`config.mk`:
```
export PLATFORM = sky130hd
export DESIGN_NAME = if_id_stage
export DESIGN_NICKNAME = d
export VERILOG_FILES = /design/src/rtl/mips_pkg.sv /design/src/rtl/skid_buffer2.sv /design/src/rtl/if_id_stage.sv
export SDC_FILE = /design/constraint.sdc
export NUM_CORES = 1
export LEC_CHECK = 0
export BUFFER_PORTS_ARGS = -buffer_cell sky130_fd_sc_hd__buf_2
export CORE_MARGIN = 2
export CORE_UTILIZATION = 47
export CTS_CLUSTER_SIZE = 14
export DETAILED_ROUTE_END_ITERATION = 6
export PLACE_DENSITY_LB_ADDON = 0.08
export SYNTH_ARGS = -nofsm -noshare
export SYNTH_HDL_FRONTEND = slang
export SYNTH_HIERARCHICAL = 1
export SYNTH_SLANG_ARGS = --single-unit
```
`constraint.sdc`:
```
create_clock -name clk -period 4.4 [get_ports clk]
set_input_delay 0.66 -clock clk [delete_from_list [all_inputs] [get_ports clk]]
set_output_delay 0.66 -clock clk [all_outputs]
set_load 0.05 [all_outputs]
```
`src/rtl/mips_pkg.sv`:
```
// Shared MIPS decode definitions: opcode values, instruction field bit
// positions and widths, the skid-buffer occupancy encoding, and a helper
// that says whether an opcode's 16-bit immediate is sign-extended.
package mips_pkg;

   localparam int INSTR_W = 32;

   localparam logic [5:0] OP_RTYPE = 6'h00;
   localparam logic [5:0] OP_BEQ   = 6'h04;
   localparam logic [5:0] OP_BNE   = 6'h05;
   localparam logic [5:0] OP_ADDI  = 6'h08;
   localparam logic [5:0] OP_ADDIU = 6'h09;
   localparam logic [5:0] OP_SLTI  = 6'h0A;
   localparam logic [5:0] OP_SLTIU = 6'h0B;
   localparam logic [5:0] OP_ANDI  = 6'h0C;
   localparam logic [5:0] OP_ORI   = 6'h0D;
   localparam logic [5:0] OP_XORI  = 6'h0E;
   localparam logic [5:0] OP_LUI   = 6'h0F;
   localparam logic [5:0] OP_LW    = 6'h23;
   localparam logic [5:0] OP_SW    = 6'h2B;

   localparam int OPCODE_MSB = 31;
   localparam int OPCODE_LSB = 26;
   localparam int RS_MSB     = 25;
   localparam int RS_LSB     = 21;
   localparam int RT_MSB     = 20;
   localparam int RT_LSB     = 16;
   localparam int RD_MSB     = 15;
   localparam int RD_LSB     = 11;
   localparam int SHAMT_MSB  = 10;
   localparam int SHAMT_LSB  = 6;
   localparam int FUNCT_MSB  = 5;
   localparam int FUNCT_LSB  = 0;
   localparam int IMM_MSB    = 15;
   localparam int IMM_LSB    = 0;
   localparam int JADDR_MSB  = 25;
   localparam int JADDR_LSB  = 0;

   localparam int OPCODE_W = 6;
   localparam int REG_W    = 5;
   localparam int FUNCT_W  = 6;
   localparam int IMM_W    = 16;
   localparam int JADDR_W  = 26;

   typedef enum logic [1:0] {
      ST_EMPTY = 2'd0,
      ST_ONE   = 2'd1,
      ST_TWO   = 2'd2
   } buf_state_e;

   // Logical immediates (andi/ori/xori/lui) and everything not listed
   // here zero-extend.
   function automatic logic imm_sign_ext(input logic [5:0] op);
      logic s;
      s = 1'b0;
      case (op)
         OP_BEQ, OP_BNE, OP_ADDI, OP_ADDIU,
         OP_SLTI, OP_SLTIU, OP_LW, OP_SW: s = 1'b1;
         default:                          s = 1'b0;
      endcase
      return s;
   endfunction

endpackage

```
`src/rtl/skid_buffer2.sv`:
```
// Generic two-entry valid/ready buffer with flush.
// Ports: clk, rst (async active-high), flush; upstream in_valid/in_ready/
// in_data; downstream out_valid/out_ready/out_data (out_data = head entry).
//
// state    | meaning
// ST_EMPTY | no entry held, head keeps its last value
// ST_ONE   | head valid, skid empty
// ST_TWO   | head and skid valid, upstream stalled
module skid_buffer2
   import mips_pkg::*;
#(
   parameter int DATA_W = 64
) (
   input  logic              clk,
   input  logic              rst,
   input  logic              flush,
   input  logic              in_valid,
   output logic              in_ready,
   input  logic [DATA_W-1:0] in_data,
   output logic              out_valid,
   input  logic              out_ready,
   output logic [DATA_W-1:0] out_data
);

   buf_state_e        state_q, state_d;
   logic [DATA_W-1:0] head_q, head_d;
   logic [DATA_W-1:0] skid_q, skid_d;
   logic              in_ready_q, in_ready_d;
   logic              accept, pop;

   assign out_valid = (state_q != ST_EMPTY);
   assign in_ready  = in_ready_q;
   assign out_data  = head_q;
   assign accept    = in_valid & in_ready_q;
   assign pop       = out_valid & out_ready;

   always_ff @(posedge clk or posedge rst) begin
      if (rst) begin
         state_q    <= ST_EMPTY;
         head_q     <= '0;
         skid_q     <= '0;
         in_ready_q <= 1'b1;
      end else begin
         state_q    <= state_d;
         head_q     <= head_d;
         skid_q     <= skid_d;
         in_ready_q <= in_ready_d;
      end
   end

   always_comb begin
      state_d = state_q;
      head_d  = head_q;
      skid_d  = skid_q;
      if (flush) begin
         state_d = ST_EMPTY;
      end else begin
         case (state_q)
            ST_EMPTY: begin
               if (accept) begin
                  head_d  = in_data;
                  state_d = ST_ONE;
               end
            end
            ST_ONE: begin
               if (accept && pop) begin
                  head_d = in_data;
               end else if (accept) begin
                  skid_d  = in_data;
                  state_d = ST_TWO;
               end else if (pop) begin
                  state_d = ST_EMPTY;
               end
            end
            ST_TWO: begin
               if (pop) begin
                  head_d  = skid_q;
                  state_d = ST_ONE;
               end
            end
            default: state_d = ST_EMPTY;
         endcase
      end
      // Registered ready: a stall is announced the edge the skid fills.
      in_ready_d = (state_d != ST_TWO);
   end

endmodule

```
`src/rtl/if_id_stage.sv`:
```
// Fetch-to-decode pipeline stage. Buffers {instr, pc} in a two-entry skid
// buffer and presents the head word split into MIPS fields.
// Ports: clk, rst (async active-high); fetch side in_valid/in_ready/
// in_instr/in_pc; flush; decode side out_valid/out_ready/out_pc plus the
// field slices opcode, rs, rt, rd, shamt, funct, imm16, jaddr, and the
// derived ext_sign (1 = sign-extend imm16) and is_nop.
module if_id_stage
   import mips_pkg::*;
#(
   parameter int INSTR_W = 32,
   parameter int PC_W    = 32
) (
   input  logic               clk,
   input  logic               rst,
   input  logic               in_valid,
   output logic               in_ready,
   input  logic [31:0]        in_instr,
   input  logic [PC_W-1:0]    in_pc,
   input  logic               flush,
   output logic               out_valid,
   input  logic               out_ready,
   output logic [PC_W-1:0]    out_pc,
   output logic [5:0]         opcode,
   output logic [4:0]         rs,
   output logic [4:0]         rt,
   output logic [4:0]         rd,
   output logic [4:0]         shamt,
   output logic [5:0]         funct,
   output logic [15:0]        imm16,
   output logic [25:0]        jaddr,
   output logic               ext_sign,
   output logic               is_nop
);

   localparam int DATA_W = INSTR_W + PC_W;

   logic [DATA_W-1:0]  head;
   logic [INSTR_W-1:0] instr;

   skid_buffer2 #(.DATA_W(DATA_W)) u_buf (
      .clk       (clk),
      .rst       (rst),
      .flush     (flush),
      .in_valid  (in_valid),
      .in_ready  (in_ready),
      .in_data   ({in_instr, in_pc}),
      .out_valid (out_valid),
      .out_ready (out_ready),
      .out_data  (head)
   );

   assign instr  = head[DATA_W-1:PC_W];
   assign out_pc = head[PC_W-1:0];

   assign opcode   = instr[OPCODE_MSB:OPCODE_LSB];
   assign rs       = instr[RS_MSB:RS_LSB];
   assign rt       = instr[RT_MSB:RT_LSB];
   assign rd       = instr[RD_MSB:RD_LSB];
   assign shamt    = instr[SHAMT_MSB:SHAMT_LSB];
   assign funct    = instr[FUNCT_MSB:FUNCT_LSB];
   assign imm16    = instr[IMM_MSB:IMM_LSB];
   assign jaddr    = instr[JADDR_MSB:JADDR_LSB];
   assign ext_sign = imm_sign_ext(opcode);
   assign is_nop   = (instr == '0);

endmodule

```
==> results.md, run 1 <==
* Status: complete, no violations
* Worst-Margin Slew at approximately 0.8 ns
* Worst min path class: in2async
* Fin crit share at 0.5803
* CP Capture Type: output pin
* Hold buffers post-CTS at 0
* Initial DRC count at 199
* Count of cell types in the netlist at 32
* Yosys top cell area share at 0.5514
* CP max stage cell: nor4_1
* Largest net degree at the start of global routing at 69
* Grt total ovfl at 0
* Antenna-violating nets left at 0
* Most common cell in the netlist: dfrtp_1
* DIE WIDTH at 116.0 um
* Area after DPL at 6624 um^2
* Mapped Cells at approximately 490
* Top post-synthesis cells by area: dfrtp_1 (55%), mux2_2 (12%), mux2i_1 (11%)
* Post-synth EDFFs at 0
* RSZ-0062 raised after global routing: no
* Crit path DAT at around 1.9 ns
* Clock Tree Buf Depth at 2
* Routability-driven placement congestion ratio at 0.8193
* Setup TNS at 0 ns
* Worst EP required at ~3.7 ns
* Die ar. at about 13,000 um^2
* Syn Area/Cell at approximately 12 um^2
* Clk_skew at 0.005429 ns
* Sequential cell area fraction in the yosys report at 0.5559
* Max IR drop VDD at 0.0002970 V
* Worst hold slack at 0.4089 ns
* Drt total wl at 11,930 um
* DR WL met3 at between 800 and 900 um
* Crit path kind: reg2out
* Max FO, Critical Path at 4
* Final Hold Violating Endpoints at 0
* Slew HR at 0.4548
* Ratio of cells with drive above 1 in the final layout at 0.4547
* Clk root buf: clkbuf_16
* Mapped cell area at between 5000 and 6000 um^2
* First-pass GRT wire length at 18,620 um
* Post-CTS resize count at 0
* Layout net count at ~700
* Vias per Instance at 4.969
* Critical Path Max Stage Delay at 0.46 ns
* CTS tree: yes
* Antenna violations before repair at 1
* Synth area leader: dfrtp_1
* Post-route cell area at approximately 7200 um^2
* Skew-Pair Late Insertion Delay at 0.41 ns
* Max-slew violations at 0
* CTS clk-pin slew, worst paths at 0.06 ns
* Postcts setup bufs at 0
* DPL Wire Length at about 8000 um
* P per Cell Area at 612.4 nW/um^2
* Floorplan Core Area at 12,110 um^2
* Top Metal Used: met4
* WL met1 at 5324 um
* H-tree levels at 4
* Setup-failing EPs final at 0
* Max cap viols at 0
* Post-Place Worst Slack at 1.647 ns
* Leakage at ~3.4 nW
* Vias in the first global route at between 3k and 4k
* Clk sinks at roughly 130
* Asr flop ratio synth at 1.000
* Synthesized flop and latch total at 131
* Yosys warns at 6
* Main synth FF type: dfrtp_1
* IO Port Bufs at ~180
* Period minus WS final at 2.553 ns
* Crit-path cells: nor4_1, nand4_1, nor3_2, buf_2
* Fillers at between 1k and 1.5k
* # IOs at 179
* FMAX at 0.3916 GHz
* Tot GR Track Use at 0.1812
* Synth top cells by count: dfrtp_1 (130), nand2_1 (65), mux2_2 (64), mux2i_1 (64), o21ai_0 (62)
* Area grow syn2layout at 22.59%
* DR pass1 iterations at 4
* Startpoint types: flip-flop
* Row cnt at 40
* Total CTS buffers at 17
* Die Ht at between 100 and 150 um
* N_diodes at 0
* WL per Instance at 14.77 um
* Initial Util at 0.4871
* # DRC at 0
* Met2 wire length at approximately 5600 um
* Synthesized Nets at 561
* Final Worst Setup Slack at 1.847 ns
* Vias at 4,015
[stage by stage]
stage          instances  total power [mW]  utilization
2_1_floorplan        492             2.799            -
3_3_place_gp         776             2.996       0.5469
3_5_place_dp         776             3.029       0.5469
4_1_cts              808             4.478       0.5971
5_1_grt              808             4.638       0.5971
6_report             808             4.429       0.5971
[layout make-up]
cell class,instances,area [um^2],area share
tap,168,210.2,0.02907
multi-input combinational,290,2168,0.2998
inverter,2,10.01,0.001384
sequential,131,3279,0.4535
timing repair buffer,185,955.9,0.1322
clock buffer,17,425.4,0.05882
clock inverter,15,182.7,0.02526
[routing by layer]
layer | vias to the layer above | global-route usage
li1 | 1935 | -
met1 | 1946 | 0.2320
met2 | 119 | 0.2823
met3 | 15 | 0.06381
met4 | 0 | 0.07460
met5 | - | 0
[critical path, delay by kind of cell (launching register included)]
kind                   cells  cell delay [ns]
buffers and inverters      1             0.28
flip-flops                 1             0.42
AND/OR/NAND/NOR            3             0.80
[registers in the layout, indices dropped and copies added, names as in the netlist]
| name | cells |
|---|---|
| u_buf/skid_q | 64 |
| u_buf/state_q | 2 |
| u_buf/in_ready | 1 |
| u_buf/out_data | 64 |
[power breakdown]
| part | leakage [nW] | internal (mW) | switching [mW] | total, mW |
|---|---|---|---|---|
| registers | 1.62 | 1.50 | 0.186 | 1.69 |
| logic | 1.54 | 0.367 | 0.942 | 1.31 |
| clock network | 0.286 | 0.896 | 0.538 | 1.43 |
| total | 3.44 | 2.76 | 1.67 | 4.43 |
[cells in the final DEF, fill, tap and decap left out, drive strengths merged, types with 2 or more instances in the layout]
cell,count
mux2,64
nor4,6
mux2i,64
a21oi,2
nor2b,3
buf,185
nand2,66
nand3,2
clkinv,5
nor2,4
clkbuf,17
nor3,4
bufinv,3
clkinvlp,4
o21ai,64
dfrtp,130
inv,5
[final timing paths]
check	slack (ns)	start	cells past startpoint	endpoint
max in group asynchronous	3.00	rst	3	u_buf/out_data[41]$_DFFE_PP0P_
min reg2reg	0.47	u_buf/out_data[11]$_DFFE_PP0P_	2	u_buf/out_data[11]$_DFFE_PP0P_
min in group clk	0.47	flush	2	u_buf/state_q[0]$_DFF_PP0_
max reg2reg	2.02	u_buf/state_q[0]$_DFF_PP0_	5	u_buf/skid_q[63]$_DFFE_PP0P_
min	0.41	rst	2	u_buf/out_data[15]$_DFFE_PP0P_
max	1.85	u_buf/out_data[58]$_DFFE_PP0P_	4	is_nop
[kinds of logic after synthesis]
kind of cell	after synthesis	synth area share
AO/OA/AOI/OAI	70	0.06130
flip-flops	131	0.5559
buffers and inverters	71	0.08038
AND/OR/NAND/NOR	92	0.07169
multiplexers	128	0.2308
(Power assumes the default switching activity.)
==> run 2: changes to the inputs <==
Clock period 4.4 ns to 2.2 ns, I/O delays scaled along.
==> run 2 against run 1 <==
Compared with the run above:
- hold slack got worse by 0.40 ns
- final cell count unchanged
- clock skew increased by 0.0026 ns
- combinational power increased by 100%
- non-clock buffer count unchanged
- sequential share of layout area decreased by 0.51 points
- total power increased by 99%
- via count increased by 0.12%
- largest power group unchanged
- highest routed layer unchanged
==> results.md, run 2 (same netlist as run 1, synthesis figures left out) <==
* CTS clk-pin slew, worst paths at 0.05 ns (about the same)
* Status: complete, no violations
* R2r setup slk at 0.40 ns (-1.62 ns)
* Total CTS buffers at 17 (unchanged)
* Switch share at 0.3678 (-0.008370)
* # DRC at 0 (unchanged)
* Vias at 4,020 (+0.12%)
* Routability-driven placement congestion ratio at 0.7201 (-12%)
* Crit path DAT at 1.76 ns (-0.13 ns)
* Util after Layout at 0.6039 (+0.006819)
* Critical Path Max Stage Delay at 0.42 ns (-0.04 ns)
* Max-slew violations at 0 (unchanged)
* Worst-Margin Slew at 0.6521 ns (-0.1657 ns)
* DPL Wire Length at 7954 um (-2.1%)
* Total stage count of the critical path at 4 (unchanged)
* Worst reg2reg path depth at 5 (unchanged)
* Clk root buf: clkbuf_16
* Period minus WS final at 2.090 ns
* Layout net count at 696 (unchanged)
* Net Switching at 3.249 mW (+95%)
* CTS tree: yes
* N_diodes at 0 (unchanged)
* GR Layer Usage met3 at 0.06172 (-0.002092)
* Setup-failing EPs final at 0 (unchanged)
* Grt total ovfl at 0 (unchanged)
* Startpoint types: flip-flop
* Ratio of cells with drive above 1 in the final layout at 0.4609 (+0.006250)
* CP max stage cell: dfrtp_1
* Worst hold slack at 0.004355 ns (-0.4046 ns)
* Postcts setup bufs at 0 (unchanged)
* Clk_skew at 0.007998 ns (+0.002569 ns)
* Fillers at 1,071 (+2.3%)
* Crit path kind: reg2out
* Placed Instances at 776 (unchanged)
* Crit-path cells: nor4_2, nand4_1, nor3_2, clkbuf_4
* Vias in the first global route at 3,778 (-0.63%)
* P per Cell Area at 1208 nW/um^2 (+97%)
* Leakage at 3.480 nW (+1.1%)
* Max IR drop VDD at 0.0006531 V (+120%)
* Clk sinks at 131 (unchanged)
* Logic pwr share at 0.298 (+0.002)
* Initial DRC count at 166 (-17%)
* Overall power at 8.835 mW (+99%)
* FMAX at around 0.48 GHz
* IO Port Bufs at 178 (unchanged)
* Antenna violations before repair at 0 (-1)
* Fin crit share at 0.9500
* Internal power at 5.585 mW (+100%)
* Max FO, Critical Path at 5 (+1)
* Met2 usage at 0.2951 (+0.01287)
* Final Non-Filler Cells at 808 (unchanged)
* Die Ht at 116.0 um (unchanged)
* Initial Util at 0.4871 (unchanged)
* Buf/Inv on CP at 1 (unchanged)
* # IOs at 179 (unchanged)
* Vias per Instance at 4.975 (+0.12%)
* Clock power frac at 0.319 (-0.005)
* Largest net degree at the start of global routing at 79 (+14%)
* CP top delay family: simple AND/OR/NAND/NOR gates
* Area grow syn2layout at 23.99%
* Layer with the highest usage: met2
* Slew HR at 0.5644 (+0.1096)
* Most common cell after layout, fill and taps aside: buf_2
* Skew-Pair Late Insertion Delay at 0.41 ns (about the same)
* Antenna-violating nets left at 0 (unchanged)
* Worst min path class: in2async
* WL per Instance at 14.87 um (+0.67%)
* H-tree levels at 4 (unchanged)
* DIE WIDTH at 116.0 um (unchanged)
* Floorplan Core Area at 12,110 um^2 (unchanged)
* Tot GR Track Use at 0.1858 (+0.004550)
* Hold buffers post-CTS at 0 (unchanged)
* CP Capture Type: output pin
* Row cnt at 40 (unchanged)
* Die ar. at 13,460 um^2 (unchanged)
* Max cap viols at 0 (unchanged)
* Drt total wl at 12,010 um (+0.67%)
* First-pass GRT wire length at 18,820 um (+1.1%)
* Setup TNS at 0 ns (unchanged)
* Commonest cells after routing, fill and taps aside: buf_2 (177), dfrtp_1 (130), nand2_1 (65)
* Sequential Power Share at 0.383 (+0.002)
* Worst EP required at 1.87 ns (-1.87 ns)
* Final Hold Violating Endpoints at 0 (unchanged)
* DR pass1 iterations at 4 (unchanged)
* RSZ-0062 raised after global routing: no
* Grt met1 use at 0.2363 (+0.004287)
* Clock Tree Buf Depth at 2 (unchanged)
## run 2: changes by cell type in the layout (fill, tap and decap cells not counted), moves of 3 or more
cell,previous run,this run
clkbuf_8,0,6
buf_12,1,5
buf_4,6,2
clkinv_2,2,5
clkinv_4,3,0
inv_6,3,0
nor4_1,5,2
nor4_2,1,4
## run 2: cell type report
class | count | area (um^2) | share of cell area
flip-flops and latches | 131 | 3279 | 0.4483
multi-input cells | 290 | 2197 | 0.3004
repair buffers | 185 | 1008 | 0.1379
clock buffers | 23 | 508.0 | 0.06945
well taps | 168 | 210.2 | 0.02874
clock inverters | 9 | 100.1 | 0.01368
inverters | 2 | 11.26 | 0.001540
## run 2: layer usage
metal  part of all wire  vias up
li1                   -     1936
met1               0.45     1956
met2               0.48      114
met3              0.062       14
met4              0.015        0
met5                  0        -
## run 2: path summary, 6_finish.rpt
kind	startpoint	end
min in group clk	flush	u_buf/state_q[0]$_DFF_PP0_
max in group asynchronous	rst	u_buf/in_ready$_DFF_PP1_
setup / recovery	u_buf/out_data[32]$_DFFE_PP0P_	is_nop
hold / removal	rst	u_buf/skid_q[2]$_DFFE_PP0P_
hold reg to reg	u_buf/out_data[31]$_DFFE_PP0P_	u_buf/out_data[31]$_DFFE_PP0P_
setup reg to reg	u_buf/state_q[0]$_DFF_PP0_	u_buf/skid_q[59]$_DFFE_PP0P_
## run 2: power groups by stage
stage / clock, mW / combinational, mW / sequential, mW
finish: 2.82 / 2.63 / 3.38
CTS: 2.89 / 2.66 / 3.38
global route: 3.02 / 2.81 / 3.46
detailed placement: 0 / 2.66 / 3.42
global placement: 0 / 2.63 / 3.38
floorplan: 0 / 1.46 / 4.14
## run 2: per-stage QoR
stage,instance area (um^2),setup WS [ns]
3_5_place_dp,6685,0.3951
3_3_place_gp,6685,0.3833
2_1_floorplan,5908,0.2048
5_1_grt,7315,0.01123
4_1_cts,7306,0.005934
6_report,7315,0.1099
## run 2: what timing repair did
item / 4_1_cts / 5_1_grt
resized for setup: 2 / 2
gates cloned: 0 / 0
setup endpoints to repair: 1 / 1
